**config.mk**
```make
export PLATFORM = sky130hd
export DESIGN_NAME = gnn_aggregate
export DESIGN_NICKNAME = d
export VERILOG_FILES = /design/src/rtl/gnn_pkg.sv /design/src/rtl/relu_quant.sv /design/src/rtl/gnn_aggregate.sv
export SDC_FILE = /design/constraint.sdc
export NUM_CORES = 1
export LEC_CHECK = 0
export ABC_AREA = 1
export CORE_ASPECT_RATIO = 0.6
export CORE_MARGIN = 4
export CORE_UTILIZATION = 30
export DETAILED_ROUTE_END_ITERATION = 12
export GPL_TIMING_DRIVEN = 1
export PLACE_DENSITY = 0.44
export SETUP_SLACK_MARGIN = 0.1
export SLEW_MARGIN = 25
export SYNTH_ARGS = -nofsm -noshare
export SYNTH_HDL_FRONTEND = slang
export SYNTH_HIERARCHICAL = 1
export SYNTH_SLANG_ARGS = --single-unit
```
**constraint.sdc**
```tcl
create_clock -name clk -period 3.8 [get_ports clk]
set_input_delay 0.76 -clock clk [delete_from_list [all_inputs] [get_ports clk]]
set_output_delay 0.76 -clock clk [all_outputs]
set_load 0.05 [all_outputs]
```
**src/rtl/gnn_pkg.sv**
```systemverilog
// gnn_pkg: shared sizing constants, FSM state type and a neighbour-count
// helper for the GNN aggregation datapath.
//   MAC_OUT_SIZE : width of each incoming MAC lane result
//   MAC_IN_SIZE  : width of each quantized output lane
//   MAX_NBR      : maximum neighbour vectors summed per node
//   SHIFT        : requantization right-shift
//   ACC_W        : accumulator width, wide enough that MAX_NBR beats never overflow
package gnn_pkg;

    localparam int unsigned MAC_OUT_SIZE = 13;
    localparam int unsigned MAC_IN_SIZE  = 5;
    localparam int unsigned MAX_NBR      = 8;
    localparam int unsigned SHIFT        = 3;
    localparam int unsigned ACC_W        = MAC_OUT_SIZE + $clog2(MAX_NBR);

    // Width of the neighbour count, matching the cfg_nbr port.
    localparam int unsigned NBR_W = 4;

    typedef enum logic {
        StIdle  = 1'b0,
        StAccum = 1'b1
    } state_e;

    // A zero count still means "one vector"; anything above the limit is clipped.
    function automatic logic [NBR_W-1:0] clamp_nbr(input logic [NBR_W-1:0] cfg,
                                                    input int unsigned      max_nbr);
        if (cfg == '0) begin
            return NBR_W'(1);
        end
        if (32'(cfg) > max_nbr) begin
            return NBR_W'(max_nbr);
        end
        return cfg;
    endfunction

endpackage

```
**src/rtl/relu_quant.sv**
```systemverilog
// relu_quant: combinational per-lane activation and requantization.
// Applies ReLU, an arithmetic (floor) right shift, then clips to the largest
// positive value representable in OUT_W signed bits.
//   sum_i : signed accumulated lane value (ACC_W bits)
//   y_o   : quantized lane output (OUT_W bits, signed, never negative)
//   sat_o : high when the positive clip was applied
module relu_quant #(
    parameter int unsigned ACC_W = gnn_pkg::ACC_W,
    parameter int unsigned OUT_W = gnn_pkg::MAC_IN_SIZE,
    parameter int unsigned SHIFT = gnn_pkg::SHIFT
) (
    input  logic signed [ACC_W-1:0] sum_i,
    output logic signed [OUT_W-1:0] y_o,
    output logic                    sat_o
);

    localparam logic signed [ACC_W-1:0] YMax = ACC_W'((1 << (OUT_W - 1)) - 1);

    logic signed [ACC_W-1:0] shifted;

    always_comb begin
        shifted = sum_i >>> SHIFT;
        y_o     = '0;
        sat_o   = 1'b0;
        if (sum_i[ACC_W-1]) begin
            // Negative sums are zeroed by ReLU; that is not a saturation event.
            y_o = '0;
        end else if (shifted > YMax) begin
            y_o   = YMax[OUT_W-1:0];
            sat_o = 1'b1;
        end else begin
            y_o = shifted[OUT_W-1:0];
        end
    end

endmodule

```
**src/rtl/gnn_aggregate.sv**
```systemverilog
// gnn_aggregate: sums N neighbour feature vectors (four MAC lanes per beat)
// into one node result, then applies ReLU / shift / saturate per lane.
//   clk, rst          : clock and synchronous active-high reset
//   mac_ready         : a beat is valid on in0..in3
//   in0..in3          : signed MAC lane results
//   cfg_nbr           : neighbour count, sampled on the first beat of a node
//   y0..y3            : quantized node features, held until the next result
//   agg_ready         : one-cycle pulse when y0..y3 carry a new result
//   sat               : some lane clipped in the presented result
//   node_idx          : index of the presented node (wraps at 256)
//   busy              : a node is partially accumulated
module gnn_aggregate #(
    parameter int unsigned MAC_OUT_SIZE = gnn_pkg::MAC_OUT_SIZE,
    parameter int unsigned MAC_IN_SIZE  = gnn_pkg::MAC_IN_SIZE,
    parameter int unsigned MAX_NBR      = gnn_pkg::MAX_NBR,
    parameter int unsigned SHIFT        = gnn_pkg::SHIFT
) (
    input  logic                           clk,
    input  logic                           rst,
    input  logic                           mac_ready,
    input  logic signed [MAC_OUT_SIZE-1:0] in0,
    input  logic signed [MAC_OUT_SIZE-1:0] in1,
    input  logic signed [MAC_OUT_SIZE-1:0] in2,
    input  logic signed [MAC_OUT_SIZE-1:0] in3,
    input  logic [3:0]                     cfg_nbr,
    output logic signed [MAC_IN_SIZE-1:0]  y0,
    output logic signed [MAC_IN_SIZE-1:0]  y1,
    output logic signed [MAC_IN_SIZE-1:0]  y2,
    output logic signed [MAC_IN_SIZE-1:0]  y3,
    output logic                           agg_ready,
    output logic                           sat,
    output logic [7:0]                     node_idx,
    output logic                           busy
);

    import gnn_pkg::*;

    localparam int unsigned AccW  = MAC_OUT_SIZE + $clog2(MAX_NBR);
    localparam int unsigned Lanes = 4;

    logic signed [MAC_OUT_SIZE-1:0] lane_in [Lanes];

    state_e                  state_q;
    logic [NBR_W-1:0]        nbr_q;
    logic [NBR_W-1:0]        cnt_q;
    logic signed [AccW-1:0]  acc_q [Lanes];
    logic signed [MAC_IN_SIZE-1:0] y_q [Lanes];
    logic                    sat_q;
    logic                    agg_ready_q;
    logic [7:0]              node_idx_q;
    logic [7:0]              node_cnt_q;

    logic [NBR_W-1:0]              nbr_cur;
    logic [NBR_W-1:0]              cnt_next;
    logic                          final_beat;
    logic signed [AccW-1:0]        sum_d [Lanes];
    logic signed [MAC_IN_SIZE-1:0] q_lane [Lanes];
    logic [Lanes-1:0]              sat_lane;

    assign lane_in[0] = in0;
    assign lane_in[1] = in1;
    assign lane_in[2] = in2;
    assign lane_in[3] = in3;

    always_comb begin
        // In IDLE the count comes straight from cfg_nbr so N=1 finishes on its first beat.
        nbr_cur    = (state_q == StIdle) ? clamp_nbr(cfg_nbr, MAX_NBR) : nbr_q;
        cnt_next   = cnt_q + NBR_W'(1);
        final_beat = mac_ready && (cnt_next == nbr_cur);
        for (int i = 0; i < Lanes; i++) begin
            // Signed size cast sign-extends the lane into the accumulator width.
            sum_d[i] = (state_q == StIdle) ? AccW'(lane_in[i]) : acc_q[i] + AccW'(lane_in[i]);
        end
    end

    // Quantizers see the running sum so the final beat's result is ready to register.
    for (genvar g = 0; g < Lanes; g++) begin : g_lane
        relu_quant #(
            .ACC_W (AccW),
            .OUT_W (MAC_IN_SIZE),
            .SHIFT (SHIFT)
        ) u_relu_quant (
            .sum_i (sum_d[g]),
            .y_o   (q_lane[g]),
            .sat_o (sat_lane[g])
        );
    end

    always_ff @(posedge clk) begin
        if (rst) begin
            state_q     <= StIdle;
            nbr_q       <= '0;
            cnt_q       <= '0;
            sat_q       <= 1'b0;
            agg_ready_q <= 1'b0;
            node_idx_q  <= '0;
            node_cnt_q  <= '0;
            for (int i = 0; i < Lanes; i++) begin
                acc_q[i] <= '0;
                y_q[i]   <= '0;
            end
        end else begin
            agg_ready_q <= 1'b0;
            if (mac_ready) begin
                nbr_q <= nbr_cur;
                for (int i = 0; i < Lanes; i++) begin
                    acc_q[i] <= sum_d[i];
                end
                if (final_beat) begin
                    // Back to IDLE so a beat next cycle opens a new node without a bubble.
                    state_q     <= StIdle;
                    cnt_q       <= '0;
                    sat_q       <= |sat_lane;
                    agg_ready_q <= 1'b1;
                    node_idx_q  <= node_cnt_q;
                    node_cnt_q  <= node_cnt_q + 8'd1;
                    for (int i = 0; i < Lanes; i++) begin
                        y_q[i] <= q_lane[i];
                    end
                end else begin
                    state_q <= StAccum;
                    cnt_q   <= cnt_next;
                end
            end
        end
    end

    assign y0        = y_q[0];
    assign y1        = y_q[1];
    assign y2        = y_q[2];
    assign y3        = y_q[3];
    assign sat       = sat_q;
    assign agg_ready = agg_ready_q;
    assign node_idx  = node_idx_q;
    assign busy      = (state_q == StAccum);

endmodule

```
==> results of run 1 <==
## area by class of cell
cell class / instances / area, µm²
Clock buffer: 10 / 229.0
Multi-Input combinational cell: 933 / 4777
Timing Repair Buffer: 100 / 1036
Clock inverter: 6 / 68.82
Sequential cell: 111 / 3067
Inverter: 234 / 878.3
Tap cell: 400 / 500.5
Fill cell: 3178 / 18390
## metrics by stage
stage,cells,hold WS [ns],util [%],setup WS [ns],cell area [µm²]
floorplan,1310,0.4281,-,0.9709,8885
CTS,1794,0.4677,36.47,0.4352,10560
global placement,1778,0.4419,35.44,0.06760,10260
finish,1794,0.4641,36.47,0.4237,10560
global route,1794,0.4858,36.47,0.1561,10560
detailed placement,1778,0.4482,35.44,0.01943,10260
## power by group through the flow
| stage | sequential (mW) | combinational [mW] | clock, mW |
|---|---|---|---|
| after floorplan | 1.50 | 0.802 | 0 |
| after global placement | 1.47 | 1.23 | 0 |
| after detailed placement | 1.47 | 1.22 | 0 |
| after CTS | 1.44 | 1.23 | 1.07 |
| after global routing | 1.45 | 1.40 | 1.10 |
| final | 1.44 | 1.23 | 1.02 |
## placed cells by master, fill, tap and decap left out, types with 5 or more instances in the layout
master	instances
buf_4	6
xnor2_1	21
a21oi_1	88
edfxtp_1	84
ha_1	62
or2_2	12
nand3b_1	5
nand2_1	407
buf_12	5
clkdlybuf4s50_1	89
o21ai_0	39
nor3_1	12
nor2_2	5
xor2_1	10
nand3_1	101
dfxtp_1	26
clkbuf_16	9
nand4_1	14
inv_1	228
and2_1	8
nor2_1	117
o21ai_1	10
## registers in the layout, summed over array words and instances, names as in the netlist
signal,flops
agg_ready,1
y_q,20
node_idx,8
nbr_q,4
node_cnt_q,8
sat,1
acc_q,64
cnt_q,4
busy,1
## final timing paths
path / start / to / cells past startpoint
hold / removal: nbr_q[2] / nbr_q[2] / 2
setup / recovery: in2[0] / sat / 19
hold reg to reg: nbr_q[2] / nbr_q[2] / 2
setup reg to reg: acc_q[2][0] / sat / 18
## worst reg2reg max path, stage by stage (launching register included)
cell      delay [ns]
edfxtp_1        0.38
ha_1            0.24
fa_1            0.45
nand3_1         0.12
nand2_1         0.10
nand2_1         0.07
nand2_1         0.10
nand2_1         0.10
nand2_1         0.05
nand2_1         0.05
nand3_1         0.11
nand2_1         0.11
inv_1           0.04
nor2_1          0.14
nand2_1         0.13
nor2_2          0.23
nor2_1          0.10
nor4_1          0.18
o21ai_1         0.10
## layer usage
metal  vias up  routed length [µm]  GRT usage [%]
li1       4293                   -              -
met1      3650               15930          28.18
met2       137                9550          21.59
met3        10                1243          3.732
met4         0                 140          2.194
met5         -                   0              0
==> flow_metrics.tcl, run 1 <==
set metrics [dict create \
    slew_headroom_pct 54.71 \
    root_buffer "clkbuf_16" \
    clock_sinks 111 \
    syn_area_per_cell_um2 6.782 \
    syn_nets 1435 \
    cp_max_fo 5 \
    drt_iter0_drc 594 \
    post_cts_buffers 0 \
    first_global_vias 7523 \
    tightest_slew_ns 0.6723 \
    track_usage_pct 16.78 \
    critPathArrivalTime_ns 3.65 \
    worst-r2r-setup-slack_ns 0.87 \
    ys_warn_count 6 \
    grt_max_degree 69 \
    sequentialPowerShare_pct 39.0 \
    layout-drive-gt1-share_pct 4.161 \
    drc 0 \
    endpoint_kind "flop" \
    crit_buf_inv 2 \
    port_buffers 89 \
    p_sw_mw 1.343 \
    coreArea_um2 28950 \
    fmax_mhz 296.2 \
    routed_wirelength_um 26860 \
    fin_total_pwr_mw 3.690 \
    syn_to_final_growth_pct 18.81 \
    clkTransAtPathRegs_ns 0.08 \
    worstSetupPathType "in2reg" \
    sw_frac_of_total_pct 36.39 \
    num_rows 48 \
    worstSkewPairLatency_ns 0.38 \
    drtAntennaViolNets 0 \
    cp_slowest_cell "fa_1" \
    netlist_instances 1310 \
    pwr_density_cell_nw_per_um2 349.5 \
    power.leakage_nw 5.247 \
    cts_resized 0 \
    hold_class "reg2reg" \
    ctsHtreeMaxLevel 3 \
    wl_per_cell_um 14.97 \
    ios 90 \
    grt_pass1_wl_um 42920 \
    crit_chain "clkdlybuf4s50_1 > ha_1 > fa_1 > nand3_1 > nand2_1 > nand2_1 > nand2_1 > nand2_1 > nand2_1 > nand2_1 > nand3_1 > nand2_1 > inv_1 > nor2_1 > nand2_1 > nor2_2 > nor2_1 > nor4_1 > o21ai_1" \
    initial_utilization_pct 30.69 \
    combPwrFrac_pct 33.3 \
    cp_top_family "simple AND/OR/NAND/NOR gates" \
    grt-ovfl-total 0 \
    vias 8090 \
    antenna_found_initial 0 \
    vias_per_cell 4.509 \
    internal_power_mw 2.347 \
    cts_tree "yes" \
    min_period_over_period_pct 88.85 \
    cts.path.max_buffers 2 \
    outcome "finished clean" \
    report.final.slew_viol_count 0 \
    hold_viol_final 0 \
    drv_cap 0 \
    crit_path_frequent_cell "nand2_1" \
    cp-start-kind "primary input" \
    synth_area_um2 8885 \
    gp_congestion 0.9100 \
    ir_drop_uv 211.4 \
    fin_crit_ns 3.376 \
    insertedDiodeCount 0 \
    dieArea_um2 32520 \
    cp.required_ns 4.07 \
    cts-hold-fix-buffers 0 \
    die_w_um 230.2 \
    max_stage_delay_ns 0.45 \
    final_nets 1514 \
    post-dp-hpwl_um 20290 \
    tns_ns 0 \
    rsz0062_at_grt "false" \
    clock_skew_ns 0.01215 \
    dr.pass1.iters 5 \
    pwr-share-clk_pct 27.7 \
    setup_viol 0 \
    numCtsBuffers 9 \
    die_h_um 141.3 \
]
Power figures use the tool's default switching activity.
==> run 2, diff against run 1 <==
- ABC_AREA: 1 -> unset
- PLACE_DENSITY: 0.44 -> 0.45
==> run 2 against run 1 <==
Die area decreased by 6.3%. First-iteration DRC count decreased by 44%. Largest cell class unchanged. Final cell count decreased by 21%. Non-clock buffer count increased by 114. Critical path type unchanged. Synthesized cell count fell by 35%. Sequential power hardly changed. Clock power about the same. Sequential share of layout area fell by 0.96 points. Wire length is 14% lower.
==> flow_metrics.tcl, run 2 <==
set metrics [dict create \
    r2r_cells 13 \
    cts.path.max_buffers 2 \
    rsz0062_at_grt "true" \
    clock_sinks 111 \
    clkTransAtPathRegs_ns 0.09 \
    syn_to_final_growth_pct 31.58 \
    cp-start-kind "primary input" \
    antenna_found_initial 0 \
    vias 6943 \
    place_ws_ns -0.5188 \
    slew_headroom_pct 35.76 \
    gp_congestion 0.8138 \
    root_buffer "clkbuf_16" \
    ios 90 \
    cp.required_ns 4.05 \
    coreArea_um2 26820 \
    drtAntennaViolNets 0 \
    pwr_density_cell_nw_per_um2 351.6 \
    port_buffers 89 \
    wl_met1_um 13140 \
    worstSetupPathType "in2reg" \
    netlist_instances 853 \
    track_usage_pct 15.24 \
    combPwrFrac_pct 36.5 \
    min_period_over_period_pct 94.01 \
    sw_frac_of_total_pct 33.44 \
    post-route-util_pct 40.70 \
    grt-ovfl-total 0 \
    drt_iter0_drc 330 \
    r2r_end "y_q[2][0]" \
    synthTopCellsByCount "edfxtp_1 (84), and2_1 (68), a21oi_1 (62), ha_1 (62), nor2_1 (50)" \
    grt_pass1_wl_um 36960 \
    p_sw_mw 1.284 \
    wl_per_cell_um 16.38 \
    layout_common_cells "buf_4 (123), clkdlybuf4s50_1 (88), edfxtp_1 (84)" \
    endpoint_kind "flop" \
    ir_drop_uv 217.2 \
    top_register "acc_q" \
    syn_nets 978 \
    layout_setup_ws_ns 0.2274 \
    top_layer "met4" \
    tightest_slew_ns 0.9626 \
    holdPathStages 2 \
    final_nets 1171 \
    layout-drive-gt1-share_pct 21.03 \
    largestRegisters "acc_q (64), y_q (20)" \
    num_rows 46 \
    worstSkewPairLatency_ns 0.37 \
    setup_viol 0 \
    cp_max_fo 4 \
    vias_per_cell 4.921 \
    yosysTopAreaCellShare_pct 30.40 \
    first_global_vias 6698 \
    ctsHtreeMaxLevel 3 \
    fin_total_pwr_mw 3.838 \
    seq_area_frac_synth_pct 36.92 \
    die_h_um 136.8 \
    cts_tree "yes" \
    cts-hold-fix-buffers 0 \
    hold_viol_final 0 \
    yosysTopAreaCell "edfxtp_1" \
    ys_warn_count 6 \
    internal_power_mw 2.554 \
    fmax_mhz 279.9 \
    mostFrequentLayoutCell "buf_4" \
    syn_area_per_cell_um2 9.727 \
    outcome "finished clean" \
    async_flop_share_pct 0 \
    yosysMostFrequentCell "edfxtp_1" \
    drv_cap 0 \
    min_from "nbr_q[1]" \
    pwr-share-clk_pct 26.1 \
    dr.pass1.iters 5 \
    worst-r2r-setup-slack_ns 0.55 \
    drc 0 \
    post-dp-hpwl_um 17210 \
    report.final.slew_viol_count 0 \
    hold_class "reg2reg" \
    numCtsBuffers 9 \
    initial_utilization_pct 30.93 \
    critPathArrivalTime_ns 3.82 \
    routed_wirelength_um 23110 \
    dieArea_um2 30470 \
    ys.flop_type "edfxtp_1" \
    met2_length_um 8886 \
    largest_reg_flops 64 \
    ys_types 66 \
    synth_area_um2 8297 \
    sequentialPowerShare_pct 37.3 \
    wl_met3_um 917 \
    synth_edf_count 84 \
    clock_skew_ns 0.01243 \
    hold_path_end "nbr_q[1]" \
    synthTopCellsByArea "edfxtp_1 (30%), ha_1 (9.4%), dfxtp_1 (6.5%), and2_1 (5.1%), mux2_2 (4.8%)" \
    grt_max_degree 53 \
    fin_crit_ns 3.573 \
    r2r_start "acc_q[2][0]" \
    die_w_um 222.7 \
    power.leakage_nw 4.534 \
    insertedDiodeCount 0 \
    ys_seq_elements 111 \
]
run 2: worst max path at each step:
stage	start	to	slack [ns]	depth (start not counted)
floorplan	in0[0]	sat	0.14	12
global placement	in0[0]	sat	-0.39	14
detailed placement	in0[0]	sat	-0.52	14
CTS	in2[0]	sat	0.10	14
global route	in1[4]	sat	0.07	14
finish	in3[1]	sat	0.23	13
run 2: area by class of cell:
cell class,instances,area [µm²]
clock inverter,6,45.04
inverter,28,105.1
timing repair buffer,214,1857
fill,2680,15900
tap,360,450.4
sequential,111,3067
clock buffer,10,250.2
multi-input combinational,682,5142
run 2: critical path, stage by stage:
cell,delay [ns]
clkdlybuf4s50_1,0.45
buf_4,0.16
ha_1,0.31
a211oi_2,0.26
o211ai_1,0.22
buf_4,0.20
a31oi_1,0.20
xnor2_1,0.09
mux2_2,0.32
nor4_4,0.31
a21oi_1,0.16
nor4_2,0.29
a211oi_2,0.10
run 2: logic make-up (layout without fill, tap and decap cells):
kind of cell | after synthesis | after routing | share of synthesized area (%)
buf+inv | 60 | 258 | 3.107
simple gates | 271 | 271 | 18.35
fa+ha+maj | 66 | 66 | 10.32
xor+xnor | 45 | 45 | 4.931
compound gates | 237 | 237 | 18.44
mux | 59 | 59 | 7.751
flops | 111 | 111 | 36.92
other cells | 4 | 4 | 0.1809
run 2: power groups by stage:
stage / clock, mW / combinational, mW / sequential (mW)
2_1_floorplan: 0 / 0.782 / 1.51
3_3_place_gp: 0 / 1.36 / 1.46
3_5_place_dp: 0 / 1.35 / 1.46
4_1_cts: 1.04 / 1.37 / 1.43
5_1_grt: 1.09 / 1.54 / 1.44
6_report: 1.00 / 1.40 / 1.43
run 2: metal layers:
metal / up-vias / GRT usage (%)
li1: 3577 / -
met1: 3220 / 24.62
met2: 134 / 20.91
met3: 12 / 2.830
met4: 0 / 2.634
met5: - / 0
run 2: repair_timing:
action	4_1_cts	5_1_grt
buffers inserted	0	4
resized for setup	8	21
endpoints found under the setup margin	9	17
hold endpoints to repair	0	0
pin swaps	4	18
run 2: per-stage QoR:
stage               cell area (µm²)  setup TNS, ns  instances  hold WS [ns]
finish                        10920              0       1411        0.4874
global route                  10920              0       1411        0.5158
CTS                           10780              0       1407        0.4936
detailed placement            10450         -5.349       1391        0.4743
global placement              10450         -3.956       1391        0.4711
floorplan                      8307              0        853        0.4515
